$ cat config.mk
export PLATFORM = sky130hd
export DESIGN_NAME = fw_guard_engine_flat
export DESIGN_NICKNAME = d
export VERILOG_FILES = /design/src/rtl/fw_guard_if.sv /design/src/rtl/fw_guard_engine.sv /design/src/flat_wrapper.sv
export SDC_FILE = /design/constraint.sdc
export NUM_CORES = 1
export LEC_CHECK = 0
export ABC_CLOCK_PERIOD_IN_PS = 3400
export CAP_MARGIN = 10
export CORE_UTILIZATION = 60
export DETAILED_ROUTE_END_ITERATION = 10
export DONT_BUFFER_PORTS = 1
export PLACE_DENSITY = 0.83
export SLEW_MARGIN = 20
export SYNTH_ARGS = -nofsm -noshare
export SYNTH_HDL_FRONTEND = slang
export SYNTH_SLANG_ARGS = --single-unit
$ cat constraint.sdc
create_clock -name clk -period 3.4 [get_ports clk]
set_input_delay 0.34 -clock clk [delete_from_list [all_inputs] [get_ports clk]]
set_output_delay 0.34 -clock clk [all_outputs]
set_load 0.01 [all_outputs]
$ cat src/rtl/fw_guard_if.sv
// Transaction, configuration and status bundle between a bus source and fw_guard_engine.
// The master modport is the side that drives transactions; the slave modport is the firewall.
interface fw_guard_if #(
  parameter int DATA_W = 32,
  parameter int ADDR_W = 16,
  parameter int CNT_W  = 8
);
  logic [DATA_W-1:0] data_in;
  logic [ADDR_W-1:0] addr;
  logic              wr_en;
  logic              rd_en;
  logic              cfg_we;
  logic [3:0]        cfg_addr;
  logic [DATA_W-1:0] cfg_wdata;
  logic              clr_cnt;
  logic              alert_out;
  logic              firewall_block;
  logic [1:0]        led_status;
  logic [2:0]        viol_code;
  logic [CNT_W-1:0]  viol_cnt;
  logic              pass_out;

  modport master (
    output data_in, addr, wr_en, rd_en, cfg_we, cfg_addr, cfg_wdata, clr_cnt,
    input  alert_out, firewall_block, led_status, viol_code, viol_cnt, pass_out
  );

  modport slave (
    input  data_in, addr, wr_en, rd_en, cfg_we, cfg_addr, cfg_wdata, clr_cnt,
    output alert_out, firewall_block, led_status, viol_code, viol_cnt, pass_out
  );
endinterface

$ cat src/rtl/fw_guard_engine.sv
// Bus firewall: flags protected-range writes, signature hits and repeated-data floods, then locks out.
// Optional macro FW_ESCALATE_EN doubles the lockout length for repeat offenders (up to 8x).
module fw_guard_engine #(
  parameter int              DATA_W      = 32,
  parameter int              ADDR_W      = 16,
  parameter int              NUM_SIG     = 4,
  parameter int              REPEAT_TH   = 3,
  parameter int              LOCK_CYCLES = 20,
  parameter int              CNT_W       = 8,
  parameter logic [ADDR_W-1:0] PROT_LO   = 16'h1000,
  parameter logic [ADDR_W-1:0] PROT_HI   = 16'h1FFF
) (
  input logic       clk,
  input logic       rst,
  fw_guard_if.slave bus
);

  localparam int RUN_W = $clog2(REPEAT_TH + 1);
  localparam int TMR_W = $clog2(LOCK_CYCLES * 8 + 1);

  // State encoding doubles as the LED pattern.
  typedef enum logic [1:0] {
    ST_MONITOR = 2'b01,
    ST_ALERT   = 2'b10,
    ST_LOCKOUT = 2'b11
  } state_t;

  function automatic logic [CNT_W-1:0] cnt_sat_inc(input logic [CNT_W-1:0] v);
    return (&v) ? v : v + CNT_W'(1);
  endfunction

  function automatic logic [RUN_W-1:0] run_sat_inc(input logic [RUN_W-1:0] v);
    return (v == RUN_W'(REPEAT_TH)) ? v : v + RUN_W'(1);
  endfunction

  state_t             state_q, state_d;
  logic [TMR_W-1:0]   timer_q, timer_d;
  logic [TMR_W-1:0]   lock_load;
  logic [DATA_W-1:0]  sig_q [NUM_SIG];
  logic [DATA_W-1:0]  sig_d [NUM_SIG];
  logic [NUM_SIG-1:0] sig_vld_q, sig_vld_d;
  logic [ADDR_W-1:0]  prot_lo_q, prot_lo_d, prot_hi_q, prot_hi_d;
  logic [DATA_W-1:0]  prev_q, prev_d;
  logic [RUN_W-1:0]   run_q, run_d;
  logic               alert_q, alert_d;
  logic               pass_q, pass_d;
  logic [2:0]         code_q, code_d;
  logic [CNT_W-1:0]   cnt_q, cnt_d;

  logic valid, rule_hit, sig_hit, rep_hit, viol;

  // Stage 0: all three checks on the presented transaction against current config.
  always_comb begin
    valid    = bus.wr_en | bus.rd_en;
    rule_hit = bus.wr_en && (bus.addr >= prot_lo_q) && (bus.addr <= prot_hi_q);
    sig_hit  = 1'b0;
    for (int i = 0; i < NUM_SIG; i++) begin
      if (sig_vld_q[i] && (bus.data_in == sig_q[i])) sig_hit = 1'b1;
    end
    prev_d = prev_q;
    run_d  = run_q;
    if (valid) begin
      prev_d = bus.data_in;
      // run_q==0 only before the first valid word, so reset data never counts as a match.
      if ((run_q != '0) && (bus.data_in == prev_q)) run_d = run_sat_inc(run_q);
      else                                          run_d = RUN_W'(1);
    end
    rep_hit = valid && (run_d == RUN_W'(REPEAT_TH));
    viol    = valid && (rule_hit || sig_hit || rep_hit);
  end

  always_comb begin
    sig_d     = sig_q;
    sig_vld_d = sig_vld_q;
    prot_lo_d = prot_lo_q;
    prot_hi_d = prot_hi_q;
    if (bus.cfg_we) begin
      for (int i = 0; i < NUM_SIG; i++) begin
        if (bus.cfg_addr == 4'(i)) begin
          sig_d[i]     = bus.cfg_wdata;
          sig_vld_d[i] = 1'b1;
        end
      end
      case (bus.cfg_addr)
        4'hD:    sig_vld_d = NUM_SIG'(bus.cfg_wdata);
        4'hE:    prot_lo_d = ADDR_W'(bus.cfg_wdata);
        4'hF:    prot_hi_d = ADDR_W'(bus.cfg_wdata);
        default: ;
      endcase
    end
  end

  always_comb begin
    alert_d = viol;
    pass_d  = valid && !viol && (state_q == ST_MONITOR);
    code_d  = viol ? {rep_hit, sig_hit, rule_hit} : code_q;
    cnt_d   = cnt_q;
    if (bus.clr_cnt) cnt_d = viol ? CNT_W'(1) : '0;
    else if (viol)   cnt_d = cnt_sat_inc(cnt_q);
  end

  always_comb begin
    state_d = state_q;
    timer_d = timer_q;
    case (state_q)
      ST_MONITOR: ;
      ST_ALERT: begin
        state_d = ST_LOCKOUT;
        timer_d = lock_load;
      end
      ST_LOCKOUT: begin
        if (timer_q == '0) state_d = ST_MONITOR;
        else               timer_d = timer_q - TMR_W'(1);
      end
      default: state_d = ST_MONITOR;
    endcase
    // Any violation, even mid-lockout, restarts the whole ALERT/LOCKOUT sequence.
    if (viol) state_d = ST_ALERT;
  end

`ifdef FW_ESCALATE_EN
  localparam int WIN   = 4 * LOCK_CYCLES;
  localparam int WIN_W = $clog2(WIN + 1);

  logic [1:0]       esc_q, esc_d;
  logic             win_act_q, win_act_d;
  logic [WIN_W-1:0] win_cnt_q, win_cnt_d;
  logic [WIN_W-1:0] clean_q, clean_d;

  always_comb begin
    esc_d     = esc_q;
    win_act_d = win_act_q;
    win_cnt_d = win_cnt_q;
    clean_d   = clean_q;
    // Window opens on each lockout exit and stays open for WIN cycles.
    if ((state_q == ST_LOCKOUT) && (timer_q == '0) && !viol) begin
      win_act_d = 1'b1;
      win_cnt_d = '0;
    end else if (win_act_q) begin
      if (win_cnt_q == WIN_W'(WIN - 1)) win_act_d = 1'b0;
      else                              win_cnt_d = win_cnt_q + WIN_W'(1);
    end
    if ((state_q == ST_MONITOR) && viol && win_act_q && (esc_q != 2'd3)) esc_d = esc_q + 2'd1;
    if ((state_q == ST_MONITOR) && !viol) begin
      if (clean_q == WIN_W'(WIN - 1)) begin
        esc_d   = 2'd0;
        clean_d = '0;
      end else begin
        clean_d = clean_q + WIN_W'(1);
      end
    end else begin
      clean_d = '0;
    end
  end

  always_ff @(posedge clk) begin
    if (!rst) begin
      esc_q     <= 2'd0;
      win_act_q <= 1'b0;
      win_cnt_q <= '0;
      clean_q   <= '0;
    end else begin
      esc_q     <= esc_d;
      win_act_q <= win_act_d;
      win_cnt_q <= win_cnt_d;
      clean_q   <= clean_d;
    end
  end

  assign lock_load = TMR_W'((LOCK_CYCLES << esc_q) - 1);
`else
  assign lock_load = TMR_W'(LOCK_CYCLES - 1);
`endif

  // Stage 1: registered results, one cycle after the transaction.
  always_ff @(posedge clk) begin
    if (!rst) begin
      state_q   <= ST_MONITOR;
      timer_q   <= '0;
      for (int i = 0; i < NUM_SIG; i++) sig_q[i] <= '0;
      sig_q[0]  <= DATA_W'(32'hCAFEBABE);
      if (NUM_SIG > 1) sig_q[NUM_SIG > 1 ? 1 : 0] <= DATA_W'(32'h0000BEEF);
      sig_vld_q <= NUM_SIG'(2'b11);
      prot_lo_q <= PROT_LO;
      prot_hi_q <= PROT_HI;
      prev_q    <= '0;
      run_q     <= '0;
      alert_q   <= 1'b0;
      pass_q    <= 1'b0;
      code_q    <= 3'b000;
      cnt_q     <= '0;
    end else begin
      state_q   <= state_d;
      timer_q   <= timer_d;
      sig_q     <= sig_d;
      sig_vld_q <= sig_vld_d;
      prot_lo_q <= prot_lo_d;
      prot_hi_q <= prot_hi_d;
      prev_q    <= prev_d;
      run_q     <= run_d;
      alert_q   <= alert_d;
      pass_q    <= pass_d;
      code_q    <= code_d;
      cnt_q     <= cnt_d;
    end
  end

  assign bus.alert_out      = alert_q;
  assign bus.pass_out       = pass_q;
  assign bus.viol_code      = code_q;
  assign bus.viol_cnt       = cnt_q;
  assign bus.led_status     = state_q;
  assign bus.firewall_block = (state_q != ST_MONITOR);

endmodule

$ cat src/flat_wrapper.sv
// flat-port wrapper written by rule: the top's interface ports become plain ports
module fw_guard_engine_flat 
#(
  parameter int              DATA_W      = 32,
  parameter int              ADDR_W      = 16,
  parameter int              NUM_SIG     = 4,
  parameter int              REPEAT_TH   = 3,
  parameter int              LOCK_CYCLES = 20,
  parameter int              CNT_W       = 8,
  parameter logic [ADDR_W-1:0] PROT_LO   = 16'h1000,
  parameter logic [ADDR_W-1:0] PROT_HI   = 16'h1FFF
)
  (clk, rst, bus_data_in, bus_addr, bus_wr_en, bus_rd_en, bus_cfg_we, bus_cfg_addr, bus_cfg_wdata, bus_clr_cnt, bus_alert_out, bus_firewall_block, bus_led_status, bus_viol_code, bus_viol_cnt, bus_pass_out);
  fw_guard_if #(.DATA_W(DATA_W), .ADDR_W(ADDR_W), .CNT_W(CNT_W)) bus_i ();
  input logic clk;
  input logic rst;
  input wire logic [$bits(bus_i.data_in)-1:0] bus_data_in;
  input wire logic [$bits(bus_i.addr)-1:0] bus_addr;
  input wire logic [$bits(bus_i.wr_en)-1:0] bus_wr_en;
  input wire logic [$bits(bus_i.rd_en)-1:0] bus_rd_en;
  input wire logic [$bits(bus_i.cfg_we)-1:0] bus_cfg_we;
  input wire logic [$bits(bus_i.cfg_addr)-1:0] bus_cfg_addr;
  input wire logic [$bits(bus_i.cfg_wdata)-1:0] bus_cfg_wdata;
  input wire logic [$bits(bus_i.clr_cnt)-1:0] bus_clr_cnt;
  output wire logic [$bits(bus_i.alert_out)-1:0] bus_alert_out;
  output wire logic [$bits(bus_i.firewall_block)-1:0] bus_firewall_block;
  output wire logic [$bits(bus_i.led_status)-1:0] bus_led_status;
  output wire logic [$bits(bus_i.viol_code)-1:0] bus_viol_code;
  output wire logic [$bits(bus_i.viol_cnt)-1:0] bus_viol_cnt;
  output wire logic [$bits(bus_i.pass_out)-1:0] bus_pass_out;
  assign bus_i.data_in = bus_data_in;
  assign bus_i.addr = bus_addr;
  assign bus_i.wr_en = bus_wr_en;
  assign bus_i.rd_en = bus_rd_en;
  assign bus_i.cfg_we = bus_cfg_we;
  assign bus_i.cfg_addr = bus_cfg_addr;
  assign bus_i.cfg_wdata = bus_cfg_wdata;
  assign bus_i.clr_cnt = bus_clr_cnt;
  assign bus_alert_out = bus_i.alert_out;
  assign bus_firewall_block = bus_i.firewall_block;
  assign bus_led_status = bus_i.led_status;
  assign bus_viol_code = bus_i.viol_code;
  assign bus_viol_cnt = bus_i.viol_cnt;
  assign bus_pass_out = bus_i.pass_out;
  fw_guard_engine #(.DATA_W(DATA_W), .ADDR_W(ADDR_W), .NUM_SIG(NUM_SIG), .REPEAT_TH(REPEAT_TH), .LOCK_CYCLES(LOCK_CYCLES), .CNT_W(CNT_W), .PROT_LO(PROT_LO), .PROT_HI(PROT_HI)) u_core (.clk(clk), .rst(rst), .bus(bus_i));
endmodule
# After elaboration in Yosys (flattened, before gate mapping)
# Index checks and enable logic that the tools add are counted.
[totals]
ff_bits = 221
inputBits = 90
output_inout_bits = 16
wordCells = 103
[classes]
addsub = 3
n_lt_le_gt_ge = 2
eq_ne = 21
muxes = 21
bitwise_logic = 1
n_reduce_logical = 37
[op_table]
columns = ["operator", "count"]
rows = [
  ["32-bit equality test", 5],
  ["8-bit two-way mux", 4],
  ["2-bit AND reduction", 13],
  ["16-bit >= comparator", 1],
  ["16-bit <= comparator", 1],
  ["8-bit case mux with 2 select lines", 1],
  ["2-bit nonzero test", 7],
  ["4-bit equality test, second input constant", 3],
  ["1-bit logical AND", 11],
  ["2-bit two-way mux", 5],
  ["1-bit two-way mux", 9],
  ["8-bit by 1-bit adder with 8-bit output, second input constant", 1],
  ["2-bit equality test, second input constant", 4],
  ["4-bit by 2-bit equality test with 1-bit output, second input constant", 2],
  ["8-bit logical NOT", 1],
  ["8-bit AND reduction", 1],
  ["8-bit by 1-bit subtractor with 8-bit output, second input constant", 1],
  ["2-bit case mux with 3 select lines", 1],
  ["4-bit by 1-bit equality test with 1-bit output, second input constant", 1],
  ["4-bit logical NOT", 1],
  ["4-bit two-way mux", 1],
  ["2-bit by 1-bit != test with 1-bit output, second input constant", 2],
  ["2-bit != test, second input constant", 2],
  ["3-bit by 1-bit != test with 1-bit output, second input constant", 1],
  ["other kinds (5)", 6],
]

# Depth between registers and ports, before layout
# Gate-level depths: netlist (run 1).
[depth]
ltp_word = 12
mapped_depth = 11
ltp_nobuf = 10

# Worst setup path after synthesis (run 1)
# OpenSTA, ideal clock, no wires.
[synth_timing]
path_type = "input to register"
from = "input bus_data_in[7]"
to = "register u_core.cnt_q[3], in the netlist u_core.bus.viol_cnt[3]"
setup_ns = 0.070
arrival_time_ns = 2.334
required_time_ns = 3.330
slack_ns = 0.996
cell_stages = 9
path_buffers = 1
cell_sequence = "buf_4 xnor2_1 nand4_1 or4_4 nor4_4 a21boi_4 o31ai_2 or4_1 a21oi_1"
[synth_via]
elab_chain_len = 11
word_cells_on_any_way = 23
cone_classes = "eq/ne (6); mux (6); reduce/logical (11)"
[synth_rtl]
columns = ["item", "line_no", "source"]
rows = [
  ["start: declaration", "flat_wrapper.sv:17", "input wire logic [$bits(bus_i.data_in)-1:0] bus_data_in;"],
  ["32-bit equality test", "fw_guard_engine.sv:58", "if (sig_vld_q[i] && (bus.data_in == sig_q[i])) sig_hit = 1'b1;"],
  ["1-bit logical AND", "fw_guard_engine.sv:58", ""],
  ["1-bit two-way mux (4 in a row)", "fw_guard_engine.sv:58", ""],
  ["1-bit logical OR", "fw_guard_engine.sv:69", "viol = valid && (rule_hit || sig_hit || rep_hit);"],
  ["1-bit logical OR *", "fw_guard_engine.sv:69", ""],
  ["1-bit logical AND *", "fw_guard_engine.sv:69", ""],
  ["2-bit nonzero test (no line) *", "--", ""],
  ["2-bit AND reduction (no line) *", "--", ""],
  ["end signal: assignment", "fw_guard_engine.sv:204", "cnt_q <= cnt_d;"],
  ["end: declaration", "fw_guard_engine.sv:48", "logic [CNT_W-1:0] cnt_q, cnt_d;"],
]
# Every way passes the cells marked *; elsewhere a longest branch is shown, timed or not.
# A chain may end at the register's enable or synchronous reset.

# Final worst setup path (run 1)
[layout_timing]
from = "register u_core.sig_q[106] (netlist bit)"
to = "register u_core.cnt_q[3], in the netlist u_core.bus.viol_cnt[3]"
[layout_via]
elab_chain_len = 11
[layout_rtl]
columns = ["item", "line_no", "source"]
rows = [
  ["start: declaration", "fw_guard_engine.sv:39", "logic [DATA_W-1:0] sig_q [NUM_SIG];"],
  ["start signal: indexed assignment", "fw_guard_engine.sv:182", "if (NUM_SIG > 1) sig_q[NUM_SIG > 1 ? 1 : 0] <= DATA_W'(32'h0000BEEF);"],
  ["start signal: assignment", "fw_guard_engine.sv:195", "sig_q <= sig_d;"],
  ["32-bit equality test", "fw_guard_engine.sv:58", ""],
  ["1-bit logical AND", "fw_guard_engine.sv:58", ""],
  ["1-bit two-way mux (4 in a row)", "fw_guard_engine.sv:58", ""],
  ["1-bit logical OR (2 in a row)", "fw_guard_engine.sv:69", ""],
  ["1-bit logical AND", "fw_guard_engine.sv:69", ""],
  ["2-bit nonzero test (no line)", "--", ""],
  ["2-bit AND reduction (no line)", "--", ""],
]
# No other way between the ends.

==> impl_metrics.ini, run 1 <==
[power_and_ir_drop]
total_leakage_power_nw = 4.79
finalPower_mw = 5.81
power.density_mw_per_mm2 = 481
max-vdd-ir-drop_mv = 0.421

[global_routing]
grt_pass1_wl_microns = 48400
grt_pass1_vias = 9324
grt_util_all_layers_pct = 34.3
grt_overflow = 0
antenna_found_initial = 3
grt_max_degree = 79

[sta]
worst_slack_ns = 0.638
period_share_pct = 81.2
rsz0062_at_grt = no
relSlewSlack_pct = 25.8
fin_crit_ns = 2.76
slew_viol_final = 0
setup_viol = 0
tightest_slew_ns = 1.11
fin_setup_tns_ns = 0
fmax_mhz = 362
fin_skew_ns = 0.0111
hold_viol = 0

[critical_path]
criticalPathCategory = flip-flop to flip-flop
crit_family = simple AND/OR/NAND/NOR gates
max_stage_delay_ns = 0.68
critPathMaxFanout = 7
critical_path_required_ns = 3.85
path_cells = xor2_1 -> nor4_1 -> nand4_1 -> nor3_1 -> or4_1 -> o31ai_2 -> or4_1 -> a21oi_1
arrival_ns = 3.21
critPathLaunchType = flip-flop
cp_slowest_cell = nor4_1
path_buf_inv = 0
crit_top_cell = or4_1
end_kind = flip-flop

[run]
cap_violations = 0

[finish]
fin_area_sq_mm = 0.0121
fillers = 1268
area_growth_pct = 13.8
num-nets-final = 1483
drive_gt1_share_pct = 5.01
utilization_pct = 69.7

[synth]
synth.net_count = 1474
ys_top_cells_by_area = dfxtp_1 42%, nand2_1 14%, xor2_1 12%
syn_area_sq_mm = 0.0106
synth_common_cells = 395 x nand2_1, 221 x dfxtp_1, 168 x a21oi_1
ys_warn_count = 0
synth_most_common_cell = nand2_1
seq_area_frac_synth_pct = 41.8
avgSynthCellArea_sq_um = 7.85
synth-edff-count = 0
synth_flop_cell = dfxtp_1
synth_seq_cells = 221
synth_top_cell_area_share_pct = 41.8
synthArstFlopShare_pct = 0
syn-instance-count = 1349
ys_types = 51
yosysTopAreaCell = dfxtp_1

[cts]
cts_buffers = 24
hold_buffers = 66
cts-root-buf = clkbuf_16
cts_buffer_depth = 3
htreeDepth = 1
insertion_delay_ns = 0.52
postCtsResizedCells = 0
cts_tree = yes
clkTransAtPathRegs_ns = 0.06
cts_setup_buffers = 0
cts.sinks = 221

[route]
routed_via_density = 5.95
drt_first_iter_violations = 929
antenna_left = 0
num_vias = 9538
drt_first_pass_iters = 5
drt-total-wl_microns = 31100
post-route-drc-count = 0
wire_per_inst_microns = 19.4

[outcome]
outcome = completed

[placement]
routabilityCongestion = 0.956
pre_cts_slack_ns = 0.745
placed_area_sq_mm = 0.0106
hpwl_microns = 20100
port_buffers = 0

[floorplan]
io_pins = 106
chipWidth_microns = 135
die_h_microns = 135
core_area_sq_mm = 0.0173
num_rows = 48
die_area_sq_mm = 0.0182
start_util_pct = 61.3

[worst_hold_path]
hp-class = input port to flip-flop
## report_power, final
| part | internal [mW] | switching (mW) |
|---|---|---|
| combinational | 0.203 | 0.278 |
| sequential | 2.65 | 0.0424 |
| clock | 1.54 | 1.10 |
## metrics by stage
step	cells	hold WS (ns)
CTS	1601	0.0134
detailed placement	1491	0.425
floorplan	1349	0.436
global placement	1491	0.421
global route	1604	0.0239
finish	1604	0.0160
## state kept, by name (all words and copies together), names as in the netlist
name / cells
u_core.run_q: 2
u_core.sig_q: 128
u_core.prot_lo_q: 16
u_core.timer_q: 8
u_core.bus.viol_cnt: 8
u_core.bus.pass_out: 1
u_core.prev_q: 32
u_core.prot_hi_q: 16
u_core.sig_vld_q: 4
u_core.bus.led_status: 2
u_core.bus.alert_out: 1
u_core.bus.viol_code: 3
## worst paths after layout
| path | start | end | slack, ns | cells past startpoint |
|---|---|---|---|---|
| worst min register to register | u_core.prot_lo_q[8] | u_core.prot_lo_q[8] | 0.46 | 2 |
| worst max-delay path | u_core.sig_q[106] | u_core.bus.viol_cnt[3] | 0.64 | 8 |
| worst min-delay path | bus_cfg_wdata[13] | u_core.prot_lo_q[13] | 0.02 | 2 |
| worst max register to register | u_core.sig_q[106] | u_core.bus.viol_cnt[3] | 0.64 | 8 |
## placed cells by master (no fill, tap or decap), types with 4 or more instances in the layout
cell / synthesis / routed
a21oi_1: 168 / 168
nor3_1: 15 / 14
dfxtp_1: 221 / 221
or2_2: 4 / 4
clkbuf_16: 0 / 25
o21ai_0: 8 / 8
buf_4: 3 / 12
nor2_1: 30 / 27
clkbuf_8: 0 / 5
xor2_1: 143 / 143
o211ai_1: 16 / 16
clkinv_2: 0 / 5
nand4_1: 16 / 16
nand2b_1: 4 / 4
dlygate4sd3_1: 0 / 65
and3_1: 6 / 6
or4_1: 4 / 4
ha_1: 35 / 35
xnor2_1: 22 / 22
nor4_1: 32 / 32
nand2_1: 395 / 395
nand3_1: 54 / 54
inv_1: 38 / 38
## cell families (layout without fill, tap and decap cells)
group	Yosys count	after routing	synth area share, %
AND/OR/NAND/NOR	572	572	23.3
flip-flops	221	221	41.8
AO/OA/AOI/OAI	220	220	11.7
XOR/XNOR	165	165	13.6
buffers and inverters	135	162	5.43
adder cells (fa/ha/maj)	35	35	4.13
multiplexers	1	1	0.0945
other	0	3	0
## layout make-up
| class | instances | area, sq um | area share (%) |
|---|---|---|---|
| diodes | 3 | 7.51 | 0.0622 |
| clock buffers | 33 | 706 | 5.85 |
| clock inverters | 11 | 97.6 | 0.809 |
| inverters | 39 | 149 | 1.23 |
| multi-input cells | 993 | 5610 | 46.5 |
| flip-flops and latches | 221 | 4420 | 36.7 |
| well taps | 225 | 282 | 2.33 |
| repair buffers | 79 | 788 | 6.54 |
## metal layers
| layer | GRT usage [%] | part of all wire, % | vias up |
|---|---|---|---|
| met2 | 55.7 | 46 | 524 |
| li1 | - | - | 4486 |
| met1 | 43.1 | 38 | 4414 |
| met5 | 0 | 0 | - |
| met4 | 15.9 | 4.6 | 0 |
| met3 | 8.15 | 11 | 114 |
Note: power is estimated with default switching activity, not from simulation.
==> inputs of run 2 (changes only) <==
- ABC_CLOCK_PERIOD_IN_PS: 3400 -> 2300
- CORE_UTILIZATION: 60 -> 58
- clock period: 3.4 -> 2.3 ns (I/O delays scaled with it)
==> run 2 against run 1 <==
  * The run now ends with negative setup slack left
  * Clock power up 36%
  * Hold slack improved by 0.0037 ns
  * Combinational power up 65%
  * Non-clock buffer count is 87 higher
  * Cell area grew 8.3%
  * Cell count rose by 5.3%
  * Total power grew 44%
  * Register-to-register slack got worse by 0.83 ns
  * Routed wire length grew 14%
  * Highest routed layer unchanged
==> impl_metrics.ini, run 2 (synthesis results as in run 1) <==
[sta]
fmax_mhz = 402
tightest_slew_ns = 0.786
period_share_pct = 108
fin_crit_ns = 2.49
hold_viol = 0
setup_viol = 14
rsz0062_at_grt = yes
slew_viol_final = 0
relSlewSlack_pct = 47.6
fin_skew_ns = 0.0113
worst_slack_ns = -0.187

[route]
wire_per_inst_microns = 21.0
drt_first_pass_iters = 6
antenna_left = 0
drt-total-wl_microns = 35600
post-route-drc-count = 0
routed_via_density = 6.14
num_vias = 10400
drt_first_iter_violations = 1377

[power_and_ir_drop]
total_leakage_power_nw = 5.05
max-vdd-ir-drop_mv = 0.600
finalPower_mw = 8.38
power.density_mw_per_mm2 = 641

[finish]
final_cells = 1689
area_growth_pct = 23.3
fillers = 1183
mostFrequentLayoutCells = 395 x nand2_1, 212 x dfxtp_1, 162 x a21oi_1
top_register = u_core.sig_q
reg_top3 = u_core.sig_q (128), u_core.prev_q (32)
antenna_cells = 0
num-nets-final = 1569
final_common_cell = nand2_1
fin_area_sq_mm = 0.0131
drive_gt1_share_pct = 10.0
largest_register_ffs = 128
utilization_pct = 73.0

[cts]
cts_buffers = 23
insertion_delay_ns = 0.52
cts_buffer_depth = 3
cts-root-buf = clkbuf_16
clkTransAtPathRegs_ns = 0.06
htreeDepth = 1
cts.sinks = 221
cts_tree = yes

[placement]
hpwl_microns = 20400
pre_cts_slack_ns = -0.356
dp.cells = 1522
routabilityCongestion = 0.940
port_buffers = 0
placed_area_sq_mm = 0.0108

[outcome]
violations = negative setup slack
outcome = complete, but fails checks

[critical_path]
end_kind = flip-flop
critPathLaunchType = flip-flop
criticalPathCategory = flip-flop to flip-flop
critPathMaxFanout = 4
arrival_ns = 2.89
critical_path_required_ns = 2.70

[floorplan]
chipWidth_microns = 137
num_rows = 49
core_area_sq_mm = 0.0179
die_h_microns = 137
die_area_sq_mm = 0.0188
start_util_pct = 59.2
io_pins = 106

[global_routing]
grt_pass1_vias = 9997
grt_pass1_wl_microns = 52000
grt_util_all_layers_pct = 36.2
antenna_found_initial = 0
grt_max_degree = 73
grt_overflow = 0

[run]
cap_violations = 0

[worst_hold_path]
hp-class = input port to flip-flop
[run 2: worst max-delay path, cell delays in order, from the launching register on]
cell       delay, ns
dfxtp_1         0.32
inv_1           0.09
ha_1            0.36
o211ai_1        0.13
a2111o_1        0.38
o211ai_1        0.17
a2bb2oi_4       0.14
buf_6           0.15
o31a_1          0.34
buf_6           0.16
o21a_1          0.15
[run 2: power breakdown]
part | switching, mW | internal (mW) | total [mW]
logic | 0.424 | 0.370 | 0.794
registers | 0.0647 | 3.92 | 3.98
clock network | 1.58 | 2.02 | 3.60
[run 2: cell type report]
class | count | area, sq um | share of cell area, %
repair buffers | 166 | 1580 | 12.1
inverters | 39 | 149 | 1.14
multi-input cells | 993 | 5900 | 45.2
flip-flops and latches | 221 | 4440 | 34.0
clock inverters | 13 | 98.8 | 0.757
clock buffers | 28 | 614 | 4.70
well taps | 229 | 287 | 2.19
[run 2: routing by layer]
| metal | track usage, % | wire [microns] |
|---|---|---|
| met1 | 44.2 | 13000 |
| met2 | 59.5 | 16500 |
| met3 | 8.15 | 4050 |
| met4 | 18.5 | 2000 |
| met5 | 0 | 0 |
[run 2: path summary, 6_finish.rpt]
kind	start	endpoint	slack [ns]	depth (start not counted)
hold / removal	rst	u_core.timer_q[6]	0.02	2
hold reg to reg	u_core.prot_hi_q[14]	u_core.prot_hi_q[14]	0.46	2
setup / recovery	u_core.prot_hi_q[3]	u_core.bus.led_status[1]	-0.19	10
setup reg to reg	u_core.prot_hi_q[3]	u_core.bus.led_status[1]	-0.19	10
[run 2: repair_timing]
action	in CTS	in global routing
resized for setup	28	32
cloned	0	0
endpoints found under the hold margin	203	3
hold buffers	118	1
endpoints found under the setup margin	15	15
buffers inserted	5	2
pin swaps	14	19
[run 2: per-stage QoR]
step,hold WS [ns],setup TNS [ns]
2_1_floorplan,0.354,0
3_3_place_gp,0.311,-2.42
3_5_place_dp,0.317,-3.29
4_1_cts,-0.157,-0.621
5_1_grt,0.0146,-3.30
6_report,0.0198,-1.85
==> inputs of run 3 (changes only) <==
- GPL_TIMING_DRIVEN: default -> 0
==> run 3 against run 2 <==
  * The run ends with design-rule violations, negative setup slack left
  * Die area unchanged
  * Clock skew down 0.00082 ns
  * Critical path type unchanged
  * Clock-buffer cell count up 2
  * Largest cell class unchanged
  * Global-route usage down 0.65 points
  * Register-to-register slack better by 0.05 ns
  * Setup slack better by 0.046 ns
  * Cell area down 5.7%
  * Clock power up 4%
  * Maximum frequency up 1.9%
  * Combinational power up 8.4%
==> impl_metrics.ini, run 3 (synthesis results as in run 1) <==
[outcome]
outcome = complete, but fails checks
violations = design-rule violations, negative setup slack

[critical_path]
arrival_ns = 2.88
critical_path_required_ns = 2.73
path_cells = xnor2_2 -> o211ai_1 -> or4_4 -> nor4_4 -> a21boi_4 -> o31ai_4 -> or4_1 -> a21oi_2
max_stage_delay_ns = 0.55
reg2reg_depth = 8
r2r-start = u_core.prev_q[24]
r2r_slack_ns = -0.14
criticalPathCategory = flip-flop to flip-flop
critPathLaunchType = flip-flop
end_kind = flip-flop
timing.rr.end = u_core.bus.viol_cnt[6]
critPathMaxFanout = 6
cp_slowest_cell = or4_4

[worst_hold_path]
hp-class = input port to flip-flop
hold_path_end = u_core.prev_q[29]
min_from = bus_data_in[29]
holdPathStages = 3

[placement]
hpwl_microns = 24000
placed_area_sq_mm = 0.0109
port_buffers = 0
routabilityCongestion = 0.969

[sta]
rsz0062_at_grt = yes
worst_slack_ns = -0.141
setup_viol = 15
fin_setup_tns_ns = -1.07
hold_viol = 0
hold_ws_ns = 0.00630
fin_skew_ns = 0.0105
tightest_slew_ns = 0.804
slew_viol_final = 0
relSlewSlack_pct = 46.4
period_share_pct = 106
fmax_mhz = 410
fin_crit_ns = 2.44

[floorplan]
die_h_microns = 137
num_rows = 49
chipWidth_microns = 137
io_pins = 106
start_util_pct = 59.2
die_area_sq_mm = 0.0188
core_area_sq_mm = 0.0179

[global_routing]
grt_util_all_layers_pct = 35.5
grt_max_degree = 14
grt_pass1_vias = 9375
antenna_found_initial = 2
grt_pass1_wl_microns = 50000
grt_overflow = 0

[cts]
cts_tree = yes
cts-root-buf = clkbuf_16
htreeDepth = 1
cts_buffer_depth = 3
clkTransAtPathRegs_ns = 0.06
insertion_delay_ns = 0.51
cts.sinks = 221
cts_buffers = 23

[finish]
top_register = u_core.sig_q
num-nets-final = 1540
mostFrequentLayoutCells = 395 x nand2_1, 212 x dfxtp_1, 165 x a21oi_1
final_common_cell = nand2_1
reg_top3 = u_core.sig_q (128), u_core.prev_q (32)
drive_gt1_share_pct = 9.24
largest_register_ffs = 128
area_growth_pct = 16.3
fin_area_sq_mm = 0.0123

[power_and_ir_drop]
max-vdd-ir-drop_mv = 0.523
power_frac_seq_pct = 46.4
p_int_mw = 6.45
p_sw_mw = 2.13
swShare_pct = 24.8
combPwrFrac_pct = 10.0
power.density_mw_per_mm2 = 696
total_leakage_power_nw = 4.84
clkPwrFrac_pct = 43.6

[run]
cap_violations = 0

[route]
drt_first_iter_violations = 935
routed_via_density = 6.01
drt-total-wl_microns = 33500
wire_per_inst_microns = 20.2
num_vias = 9971
post-route-drc-count = 2
drt_first_pass_iters = 8
antenna_left = 0
-- run 3: layout make-up --
class,instances,area [sq um]
antenna,2,5.00
clock inverter,8,90.1
multi-input combinational,993,5860
clock buffer,30,662
fill,1408,5580
tap,229,287
inverter,39,146
sequential,221,4440
buffer,96,435
timing repair buffer,41,399
-- run 3: metrics by stage --
step	setup WS (ns)	total power [mW]	util [%]	cells
2_1_floorplan	0.00587	4.54	-	1349
3_3_place_gp	-0.535	4.74	60.8	1578
3_5_place_dp	-0.518	4.76	60.8	1578
4_1_cts	-0.244	8.52	67.8	1654
5_1_grt	-0.217	8.79	68.8	1659
6_report	-0.141	8.58	68.8	1659
-- run 3: metal layers --
metal	track usage (%)	vias up	wire length [microns]
met2	56.1	578	14900
li1	-	4580	-
met1	44.8	4669	12900
met3	8.74	144	3820
met4	18.3	0	1900
met5	0	-	0
-- run 3: power by group through the flow --
stage	combinational, mW	sequential (mW)	clock (mW)
3_5_place_dp	0.693	4.06	0
4_1_cts	0.811	3.98	3.73
3_3_place_gp	0.677	4.06	0
5_1_grt	0.922	3.99	3.88
6_report	0.861	3.98	3.74
2_1_floorplan	0.495	4.05	0
-- run 3: worst max path at each step --
stage / end / cells past startpoint / slack (ns) / startpoint
after global placement: u_core.bus.led_status[0] / 10 / -0.53 / bus_data_in[17]
final: u_core.bus.viol_cnt[6] / 8 / -0.14 / u_core.prev_q[24]
after detailed placement: u_core.bus.viol_cnt[6] / 10 / -0.52 / bus_data_in[17]
after floorplan: u_core.bus.viol_cnt[3] / 9 / 0.006 / bus_data_in[7]
after global routing: u_core.bus.viol_cnt[6] / 10 / -0.22 / u_core.prot_lo_q[11]
after CTS: u_core.bus.viol_cnt[6] / 8 / -0.24 / u_core.prev_q[24]
-- run 3: critical path, delay by kind of cell, from the launching register on --
kind | cells | cell delay (ns)
flip-flops | 1 | 0.34
XOR/XNOR | 1 | 0.18
AO/OA/AOI/OAI | 4 | 0.67
AND/OR/NAND/NOR | 3 | 1.19
-- run 3: timing repair --
action | CTS | global route
endpoints found under the hold margin | 168 | 0
pin swaps | 13 | 13
resized for setup | 25 | 30
setup buffers | 3 | 2
hold buffers | 35 | 0
gates cloned | 0 | 1
endpoints found under the setup margin | 15 | 15
